`config.mk`:
```
export PLATFORM = sky130hd
export DESIGN_NAME = pipeline_hazard_ctrl
export DESIGN_NICKNAME = d
export VERILOG_FILES = /design/src/rtl/pipeline_hazard_ctrl.sv
export SDC_FILE = /design/constraint.sdc
export NUM_CORES = 1
export LEC_CHECK = 0
export CAP_MARGIN = 5
export CELL_PAD_IN_SITES_DETAIL_PLACEMENT = 1
export CELL_PAD_IN_SITES_GLOBAL_PLACEMENT = 2
export CORE_MARGIN = 5
export CORE_UTILIZATION = 12
export CTS_CLUSTER_DIAMETER = 30
export DETAILED_ROUTE_END_ITERATION = 8
export HOLD_SLACK_MARGIN = 0.06
export PLACE_DENSITY = 0.95
export SKIP_LAST_GASP = 1
export SLEW_MARGIN = 20
export SYNTH_ARGS = -nofsm -noshare
export SYNTH_HDL_FRONTEND = slang
export SYNTH_SLANG_ARGS = --single-unit
```
`constraint.sdc`:
```
create_clock -name clk -period 4.6 [get_ports clk]
set_input_delay 0.46 -clock clk [delete_from_list [all_inputs] [get_ports clk]]
set_output_delay 0.46 -clock clk [all_outputs]
set_load 0.02 [all_outputs]
```
`src/rtl/pipeline_hazard_ctrl.sv`:
```
// -----------------------------------------------------------------------------
// pipeline_hazard_ctrl
//
// Purpose:
//   Central sequencer for the 5-stage OTTER pipeline. Produces the PC write
//   enable and the load enables / flush controls of the IF/DE, DE/EX, EX/MEM
//   and MEM/WB registers. It detects read-after-write hazards between the
//   instruction in decode and older instructions still in flight, and it
//   freezes the whole pipeline while data memory is busy. It applies
//   decode-resolved branch/jump redirects and runs the interrupt
//   drain-and-take state machine.
//
// Build option:
//   FORWARDING_EN  When defined, execute/memory forwarding exists in the
//                  datapath, so only a load-use pair stalls (one cycle).
//                  When undefined, any RAW dependency on EXE/MEM/WB stalls
//                  until the writer retires.
//
// Parameters:
//   DRAIN_MAX   Drain watchdog: forced interrupt take after this many
//               non-busy drain cycles (5-bit counter).
//
// Ports:
//   clk                         clock, all state on rising edge
//   rst_n                       synchronous active-low reset
//   dec_ir/exe_ir/mem_ir/wb_ir  stage instruction registers
//   exe_valid/mem_valid/wb_valid stage holds a real instruction
//   dec_clear                   taken branch/jump resolved in decode
//   mem_busy                    data memory not ready, MEM must hold
//   intr                        external interrupt request (level)
//   csr_mie                     global interrupt enable
//   pc_we                       PC write enable
//   if_de_en/de_ex_en/ex_mem_en/mem_wb_en  pipeline register load enables
//   if_flush                    load NOP into IF/DE
//   de_bubble                   load bubble into DE/EX
//   int_taken                   one-cycle pulse: vector to mtvec, save mepc
//   state                       FSM state (0 RUN, 1 MEM_WAIT, 2 INT_DRAIN,
//                               3 INT_TAKE)
// -----------------------------------------------------------------------------
module pipeline_hazard_ctrl #(
  parameter int DRAIN_MAX = 16
) (
  input  logic        clk,
  input  logic        rst_n,
  input  logic [31:0] dec_ir,
  input  logic [31:0] exe_ir,
  input  logic [31:0] mem_ir,
  input  logic [31:0] wb_ir,
  input  logic        exe_valid,
  input  logic        mem_valid,
  input  logic        wb_valid,
  input  logic        dec_clear,
  input  logic        mem_busy,
  input  logic        intr,
  input  logic        csr_mie,
  output logic        pc_we,
  output logic        if_de_en,
  output logic        de_ex_en,
  output logic        ex_mem_en,
  output logic        mem_wb_en,
  output logic        if_flush,
  output logic        de_bubble,
  output logic        int_taken,
  output logic [1:0]  state
);

  localparam logic [1:0] ST_RUN       = 2'd0;
  localparam logic [1:0] ST_MEM_WAIT  = 2'd1;
  localparam logic [1:0] ST_INT_DRAIN = 2'd2;
  localparam logic [1:0] ST_INT_TAKE  = 2'd3;

  localparam int CNT_W = 5;

  localparam logic [6:0] OPC_LUI    = 7'b0110111;
  localparam logic [6:0] OPC_AUIPC  = 7'b0010111;
  localparam logic [6:0] OPC_JAL    = 7'b1101111;
  localparam logic [6:0] OPC_JALR   = 7'b1100111;
  localparam logic [6:0] OPC_BRANCH = 7'b1100011;
  localparam logic [6:0] OPC_LOAD   = 7'b0000011;
  localparam logic [6:0] OPC_STORE  = 7'b0100011;
  localparam logic [6:0] OPC_OP_IMM = 7'b0010011;
  localparam logic [6:0] OPC_OP     = 7'b0110011;
  localparam logic [6:0] OPC_SYSTEM = 7'b1110011;

  // ---------------------------------------------------------------------------
  // Operand-usage decode
  // ---------------------------------------------------------------------------
  function automatic logic uses_rs1(input logic [31:0] ir);
    logic r;
    r = 1'b0;
    case (ir[6:0])
      OPC_JALR, OPC_BRANCH, OPC_LOAD, OPC_STORE, OPC_OP_IMM, OPC_OP: r = 1'b1;
      OPC_SYSTEM: r = (ir[14:12] != 3'd0);
      default:    r = 1'b0;
    endcase
    return r;
  endfunction

  function automatic logic uses_rs2(input logic [31:0] ir);
    logic r;
    r = 1'b0;
    case (ir[6:0])
      OPC_BRANCH, OPC_STORE, OPC_OP: r = 1'b1;
      default:                       r = 1'b0;
    endcase
    return r;
  endfunction

  function automatic logic writes_rd(input logic [31:0] ir);
    logic r;
    r = 1'b0;
    case (ir[6:0])
      OPC_LUI, OPC_AUIPC, OPC_JAL, OPC_JALR, OPC_LOAD, OPC_OP_IMM, OPC_OP: r = 1'b1;
      OPC_SYSTEM: r = (ir[14:12] == 3'd1);
      default:    r = 1'b0;
    endcase
    return r;
  endfunction

  // ---------------------------------------------------------------------------
  // RAW detection against the three producer stages (0 EXE, 1 MEM, 2 WB)
  // ---------------------------------------------------------------------------
  logic [31:0] prod_ir    [3];
  logic [2:0]  prod_valid;
  logic [2:0]  raw;
  logic        dec_use1;
  logic        dec_use2;
  logic [4:0]  dec_rs1;
  logic [4:0]  dec_rs2;
  logic        haz;

  assign prod_ir[0]  = exe_ir;
  assign prod_ir[1]  = mem_ir;
  assign prod_ir[2]  = wb_ir;
  assign prod_valid  = {wb_valid, mem_valid, exe_valid};

  assign dec_use1 = uses_rs1(dec_ir);
  assign dec_use2 = uses_rs2(dec_ir);
  assign dec_rs1  = dec_ir[19:15];
  assign dec_rs2  = dec_ir[24:20];

  genvar gi;
  generate
    for (gi = 0; gi < 3; gi++) begin : g_raw
      logic [4:0] rd;
      assign rd = prod_ir[gi][11:7];
      // x0 is hard-wired, so a write to it can never create a dependency.
      assign raw[gi] = prod_valid[gi] & writes_rd(prod_ir[gi]) & (rd != 5'd0) &
                       ((dec_use1 & (rd == dec_rs1)) | (dec_use2 & (rd == dec_rs2)));
    end
  endgenerate

`ifdef FORWARDING_EN
  // Only a load in EXE cannot be forwarded in time; everything else bypasses.
  assign haz = raw[0] & (exe_ir[6:0] == OPC_LOAD);
`else
  assign haz = |raw;
`endif

  // Bits not consumed by the decode above.
  logic unused_ir_bits;
  assign unused_ir_bits = ^{dec_ir[31:25], dec_ir[11:7]};

  // ---------------------------------------------------------------------------
  // FSM and drain watchdog
  // ---------------------------------------------------------------------------
  logic [1:0]       state_reg;
  logic [1:0]       state_next;
  logic [CNT_W-1:0] drain_cnt_reg;
  logic [CNT_W-1:0] drain_cnt_next;

  always_ff @(posedge clk) begin
    if (!rst_n) begin
      state_reg     <= ST_RUN;
      drain_cnt_reg <= '0;
    end else begin
      state_reg     <= state_next;
      drain_cnt_reg <= drain_cnt_next;
    end
  end

  assign state = state_reg;

  always_comb begin
    state_next     = state_reg;
    drain_cnt_next = drain_cnt_reg;
    pc_we          = 1'b0;
    if_de_en       = 1'b0;
    de_ex_en       = 1'b0;
    ex_mem_en      = 1'b0;
    mem_wb_en      = 1'b0;
    if_flush       = 1'b0;
    de_bubble      = 1'b0;
    int_taken      = 1'b0;

    case (state_reg)
      // MEM_WAIT releases into a cycle that is evaluated exactly like RUN.
      ST_RUN, ST_MEM_WAIT: begin
        if (mem_busy) begin
          state_next = ST_MEM_WAIT;
        end else if (haz) begin
          // Hold fetch/decode, push a bubble, let older instructions advance.
          // A redirect in this cycle is dropped: its operands are stale.
          state_next = ST_RUN;
          de_ex_en   = 1'b1;
          ex_mem_en  = 1'b1;
          mem_wb_en  = 1'b1;
          de_bubble  = 1'b1;
        end else begin
          pc_we     = 1'b1;
          if_de_en  = 1'b1;
          de_ex_en  = 1'b1;
          ex_mem_en = 1'b1;
          mem_wb_en = 1'b1;
          if (dec_clear) begin
            if_flush   = 1'b1;
            de_bubble  = 1'b1;
            state_next = ST_RUN;
          end else if (intr && csr_mie) begin
            state_next = ST_INT_DRAIN;
          end else begin
            state_next = ST_RUN;
          end
        end
      end

      ST_INT_DRAIN: begin
        // Front end frozen, bubbles injected; downstream empties out.
        de_bubble = 1'b1;
        if (!mem_busy) begin
          de_ex_en       = 1'b1;
          ex_mem_en      = 1'b1;
          mem_wb_en      = 1'b1;
          drain_cnt_next = drain_cnt_reg + 1'b1;
          if (!(exe_valid || mem_valid || wb_valid) ||
              (drain_cnt_reg == CNT_W'(DRAIN_MAX - 1))) begin
            state_next = ST_INT_TAKE;
          end
        end
      end

      default: begin // ST_INT_TAKE
        pc_we          = 1'b1;
        if_de_en       = 1'b1;
        de_ex_en       = 1'b1;
        ex_mem_en      = 1'b1;
        mem_wb_en      = 1'b1;
        if_flush       = 1'b1;
        de_bubble      = 1'b1;
        int_taken      = 1'b1;
        drain_cnt_next = '0;
        state_next     = ST_RUN;
      end
    endcase

    // While reset is held the pipeline is flushed with everything enabled.
    if (!rst_n) begin
      pc_we     = 1'b1;
      if_de_en  = 1'b1;
      de_ex_en  = 1'b1;
      ex_mem_en = 1'b1;
      mem_wb_en = 1'b1;
      if_flush  = 1'b1;
      de_bubble = 1'b1;
      int_taken = 1'b0;
    end
  end

endmodule

```
==> out/summary.txt <==
Site row count -> 35
Net count, final -> 375
Width of the die -> 107 µm
Worst min-delay path class -> reg -> reg
Setup total negative slack -> 0 ns
Most frequent standard cell in the layout excluding fill and tap cells -> clkdlybuf4s50_1
Clock latency on the worst-skew pair -> 0.23 ns
Share of flip-flops with an asynchronous set or reset -> 0%
Dominant combinational cell family by area after synthesis -> simple AND/OR/NAND/NOR gates
Share of the synthesized area in compound gates (AO/OA/AOI/OAI) -> 25.7%
Initial antenna violation count -> 0
Worst-case hold slack -> 0.520 ns
Cell Chain, Critical Path -> clkdlybuf4s50_1, nand3b_4, a2111oi_4, nand3_1, o41ai_1, a41oi_2, a32oi_1, clkdlybuf4s50_1
Maximum number of pins on one net before global-route repair -> 15
Leak pwr -> 0.762 nW
Post-synthesis xor/xnor area fraction -> 24.6%
Status -> finished clean
Hold buffer count at CTS -> 0
Worst Setup Start Kind -> input port
Post-synthesis share of cell area spent on full adders, half adders and majority gates -> 2.20%
Port buffer count -> 83
CTS Buf Count -> 3
Power Internal -> 0.208 mW
Htree depth -> 1
Type of the setup path with the least slack -> in -> out
Die Y -> 107 µm
Number of remaining DRC errors -> 0
Total power density per cell area -> 140 nW/µm²
Most frequent cells in the layout -> clkdlybuf4s50_1, xor2_1, inv_1
Number of flip-flops under the largest register name -> 5
CP max-delay cell -> clkdlybuf4s50_1
Final-report max-slew violation count -> 0
Flip-flop cell with the highest count after synthesis -> dfxtp_1
Number of instances in the synthesized netlist -> 154
Routed wire length -> 5160 µm
Number of top-level design ports -> 147
Net switching share of the total power -> 30.4%
Clock-pin slew on the worst setup and hold paths -> 0.04 ns
Cell class contributing the biggest share of worst-path delay -> compound AO/OA/AOI/OAI gates
Setup clock skew after layout -> 0.00221 ns
Most frequent cell on the critical path -> clkdlybuf4s50_1
Area of combinational cells with multiple inputs -> 905 µm²
Placeable Area -> 9240 µm²
Max Buffers Root-to-Sink -> 2
Critical register-to-register path startpoint -> state[1]
Startpoint of the most critical hold path -> drain_cnt_reg[4]
Post-cts sizing count -> 0
Largest stage delay, worst path -> 0.64 ns
Final antenna-violating net count -> 0
Clock period minus final worst setup slack -> 3.63 ns
Nature of the critical path endpoint -> output port
Number of max-cap violations -> 0
Share of cells above drive strength 1 -> 4.26%
Average wire per standard cell -> 14.2 µm
Arrival time reported for the critical path endpoint -> 3.17 ns
Ant. Diodes -> 0
Final-report hold violation count -> 0
First-pass GRT wire length -> 8070 µm
Mux contribution to synthesized area -> 0%
Initial core utilization -> 12.3%
Filler Cells Inserted -> 1117
Switching Power -> 0.0911 mW
Post-synthesis average cell area -> 7.39 µm²
Overflow left after global routing -> 0
FF+latch area -> 140 µm²
Area of the die -> 11500 µm²
Number of different library cells in the post-synthesis netlist -> 40
Cell type with the highest aggregate area in the netlist -> xor2_1
Vias per cell -> 4.02
Number of sinks on the clock net -> 7
Share of total power in the clock network -> 29.5%
Netlist Area Pre-Place -> 1140 µm²
Layout area overhead -> 88.1%
Synthesized flop and latch total -> 7
Simple-gate share of the synthesized area -> 26.9%
Biggest fanout along the worst timing path -> 4
Worst setup path start -> dec_ir[0]
Combinational group share of total power -> 48.8%
Number of buffers and inverters on the critical path -> 2
Via count -> 1464
Synth Net Count -> 293
Synthesis warning total -> 0
Number of global-route vias before repair -> 1637
HPWL after DPL -> 4560 µm
Clock tree from TritonCTS -> yes
Number of enable-type register cells in the synthesized netlist -> 0
Critical path data required time -> 4.14 ns
Cell at the root of the clock tree -> clkbuf_8
Setup repair after global routing missed its margin -> false
Violation count after the first detailed-routing iteration -> 26
Upper clock frequency limit -> 275 MHz
Largest cells by area after synthesis -> xor2_1, dfxtp_1, xnor2_1
Max_slew headroom -> 68.6%
Register area share after synthesis -> 12.3%
Global-route usage over all layers -> 8.76%
Largest vdd supply drop -> 0.0000841 V
Number of failing setup endpoints in the final timing report -> 0
Crit share post-route -> 78.9%
Sequential group share of total power -> 21.7%
DR pass1 iterations -> 4
Worst-margin pin slew -> 0.470 ns
Placer Congestion -> 0.803
Post CTS Setup Buffer Count -> 0
Fraction of post-synthesis cell area in the top cell type by area -> 19.2%
[logic make-up (layout without fill, tap and decap cells)]
kind of cell,Yosys count,after routing
fa+ha+maj,2,2
flops,7,7
simple gates,54,54
xor+xnor,32,32
compound gates,37,37
buf+inv,22,103
[final timing paths]
| kind | slack, ns | end | depth (start not counted) |
|---|---|---|---|
| max | 0.97 | de_bubble | 8 |
| min reg2reg | 0.52 | drain_cnt_reg[4] | 2 |
| min | 0.52 | drain_cnt_reg[4] | 2 |
| max reg2reg | 3.14 | drain_cnt_reg[3] | 4 |
[Yosys cell counts (3+ instances only)]
master / number
nand3_1: 5
clkbuf_1: 3
o22ai_1: 3
a31oi_1: 3
nand4_1: 4
dfxtp_1: 7
inv_1: 15
xor2_1: 25
buf_4: 3
nor3_1: 10
xnor2_1: 7
nand2_1: 9
and2_1: 3
o21ai_0: 3
o31ai_1: 3
nand2b_1: 3
a21oi_1: 10
nor2_1: 8
o21ai_1: 3
[stage by stage]
stage	instance area, µm²	setup WS [ns]	util [%]	total power [mW]	cells
5_1_grt	2140	0.804	23.2	0.321	364
6_report	2140	0.970	23.2	0.299	364
3_3_place_gp	2100	0.978	22.7	0.209	360
3_5_place_dp	2100	0.923	22.7	0.213	360
2_1_floorplan	1140	2.08	-	0.116	154
4_1_cts	2140	0.909	23.2	0.306	364
[power groups by stage]
stage / combinational (mW) / clock (mW) / sequential (mW)
after CTS: 0.148 / 0.0924 / 0.0650
after detailed placement: 0.147 / 0 / 0.0660
after global placement: 0.144 / 0 / 0.0658
final: 0.146 / 0.0883 / 0.0650
after floorplan: 0.0516 / 0 / 0.0648
after global routing: 0.158 / 0.0976 / 0.0654
[worst reg2reg max path, stage by stage (launching register included)]
cell and delay, ns:
dfxtp_1 0.60, o21ai_0 0.22, nor4_1 0.30, xnor2_1 0.16, nor2_1 0.06
[area by class of cell]
class / instances / share of cell area [%]
multi-input cells: 125 / 42.2
repair buffers: 83 / 38.8
well taps: 129 / 7.54
flip-flops and latches: 7 / 6.54
inverters: 16 / 2.80
clock buffers: 4 / 2.10
[routing by layer]
metal / part of all wire, % / global-route usage [%]
met5: 0 / 0
met4: 1.3 / 2.61
met2: 51 / 16.0
met3: 8.2 / 2.22
met1: 40 / 9.97
No activity file was read; power rests on OpenSTA's default activity.
==> patch: new RTL, same flow settings <==
The localparam `CNT_W` goes from 5 to 7.
--- a/src/rtl/pipeline_hazard_ctrl.sv
+++ b/src/rtl/pipeline_hazard_ctrl.sv
@@ -70,5 +70,5 @@
   localparam logic [1:0] ST_INT_TAKE  = 2'd3;
 
-  localparam int CNT_W = 5;
+  localparam int CNT_W = 7;
 
   localparam logic [6:0] OPC_LUI    = 7'b0110111;
Function: no difference found for any inputs over 10 cycles, from zero or initial values and one cycle with rst_n low; that may be too few to reach the edited logic, so the function may still have changed.
==> patch against the unedited design <==
- design area rose by 2.2%
- sequential cell count is 2 higher
- global-route usage decreased by 0.29 points
- worst setup slack got worse by 0.027 ns
- non-clock buffer count stayed put
- clock power is 5.3% higher
- area after synthesis up 3.7%
- critical path depth did not move
- total power increased by 6.9%
- routed wire length is 1.9% higher
- critical endpoint unchanged
- largest power group unchanged
==> patch: results (changes against the unedited design) <==
* Post-Place Cells at 371 (+3.1%)
* H-tree Lvls at 1 (unchanged)
* Initial antenna violation count at 0 (unchanged)
* Register-to-Register Path Depth at 5 (+1)
* Post-Route WL at 5260 um (+1.9%)
* Vias at 1487 (+1.6%)
* Worst path arrival time at 3.20 ns (+0.03 ns)
* Overall Global Routing Usage at 8.47% (-0.29 points)
* Routability-driven placement congestion ratio at 0.770 (-4.1%)
* Area contributors post-synth: xor2_1 20%, dfxtp_1 15%, xnor2_1 5.9%
* Grt ovf at 0 (unchanged)
* Crit-path slowest cell: clkdlybuf4s50_1
* Worst-path clk slew at 0.04 ns (about the same)
* Worst skew pair latency at 0.23 ns (about the same)
* Peak supply drop at 90.2 uV (+7.2%)
* Cell family with most CP delay: buffers and inverters
* Main flop type after synthesis: dfxtp_1
* Ys Warns at 0 (unchanged)
* Unique masters post-synth at 40 (unchanged)
* Nets at 381 (+1.6%)
* Critical path peak fanout at 3 (-1)
* I/O Buffers at 83 (unchanged)
* Worst Skew at 0.000644 ns (-0.00156 ns)
* Post-CTS Setup Bufs at 0 (unchanged)
* Fraction of layout cells with a size suffix above 1 at 3.31% (-0.95 points)
* Most frequent cells after synthesis: 27 x xor2_1, 14 x inv_1, 13 x nand2_1, 11 x nor2_1
* Gate Count Post-Synth at 161 (+4.5%)
* Number of global-route vias before repair at 1690 (+3.2%)
* Hold depth at 2 (unchanged)
* Dpl hpwl at 4700 um (+3.1%)
* Register area share after synthesis at 15.3% (+2.9 points)
* Outcome: finished clean
* First-pass GRT wire length at 7930 um (-1.7%)
* Drt first-iter violations at 20 (-23%)
* Wire per inst at 14.0 um (-1.1%)
* DR pass1 iterations at 3 (-1)
* Post-synthesis net count at 299 (+2.0%)
* Lkg Pwr at 0.768 nW (+0.79%)
* Worst hold path type: reg -> reg
* N_diodes at 0 (unchanged)
* Async set-reset flop share out of synthesis at 0% (unchanged)
* Longest Clk Path Bufs at 2 (unchanged)
* Crit-path max cell delay at 0.66 ns (+0.02 ns)
* Root buffer cell: clkbuf_8
* Max FFs per register at 7 (+2)
* Cts repair resizes at 0 (unchanged)
* Slew headroom at 66.4% (-2.2 points)
* Pin count of the biggest net entering global routing at 13 (-2)
-- patch: changes by cell type after synthesis, moves of 2 or more --
cell	delta
nand2_1	+4
nor2_1	+3
dfxtp_1	+2
nand3_1	+2
nor3_1	-2
o21ai_0	+2
xor2_1	+2
-- patch: worst min-delay path, delay by kind of cell (launching register included) --
| kind | cells | cell delay, ns |
|---|---|---|
| DFF | 1 | 0.34 |
| and+or+nand+nor | 1 | 0.09 |
| xor gates and xnor gates | 1 | 0.07 |
-- patch: layout make-up --
type / count / area [um2]
inverters: 14 / 52.6
repair buffers: 83 / 831
clock buffers: 4 / 45.0
flip-flops and latches: 9 / 180
well taps: 133 / 166
multi-input cells: 132 / 915
fillers: 1171 / 7490
-- patch: final timing paths --
path,startpoint,end,slack [ns]
setup / recovery,dec_ir[4],de_bubble,0.94
hold / removal,drain_cnt_reg[6],drain_cnt_reg[6],0.53
setup reg to reg,state[1],drain_cnt_reg[5],3.11
hold reg to reg,drain_cnt_reg[6],drain_cnt_reg[6],0.53
-- patch: routing by layer --
layer | wire length [um] | global-route usage [%]
met2 | 2960 | 17.9
met4 | 48 | 1.60
met3 | 270 | 1.60
met1 | 1980 | 8.37
met5 | 0 | 0
-- patch: kinds of logic (layout without fill, tap and decap cells) --
| family | after synthesis | after routing | synth area share [%] |
|---|---|---|---|
| fa+ha+maj | 1 | 1 | 1.06 |
| compound gates | 37 | 37 | 23.5 |
| buf+inv | 20 | 101 | 7.31 |
| simple gates | 59 | 59 | 26.9 |
| flops | 9 | 9 | 15.3 |
| xor+xnor | 35 | 35 | 26.0 |
-- patch: metrics by stage --
step	util, %	cell area, um2	worst slack, ns	hold slack [ns]
finish	22.6	2190	0.943	0.532
global route	22.6	2190	0.625	0.588
CTS	22.6	2190	0.823	0.553
detailed placement	22.1	2140	0.855	0.542
global placement	22.1	2140	0.894	0.490
floorplan	-	1180	2.11	0.472
-- patch: power breakdown --
part           total [mW]  internal (mW)  switching, mW
clock              0.0930         0.0605         0.0325
sequential         0.0817         0.0794        0.00235
combinational       0.145         0.0859         0.0594
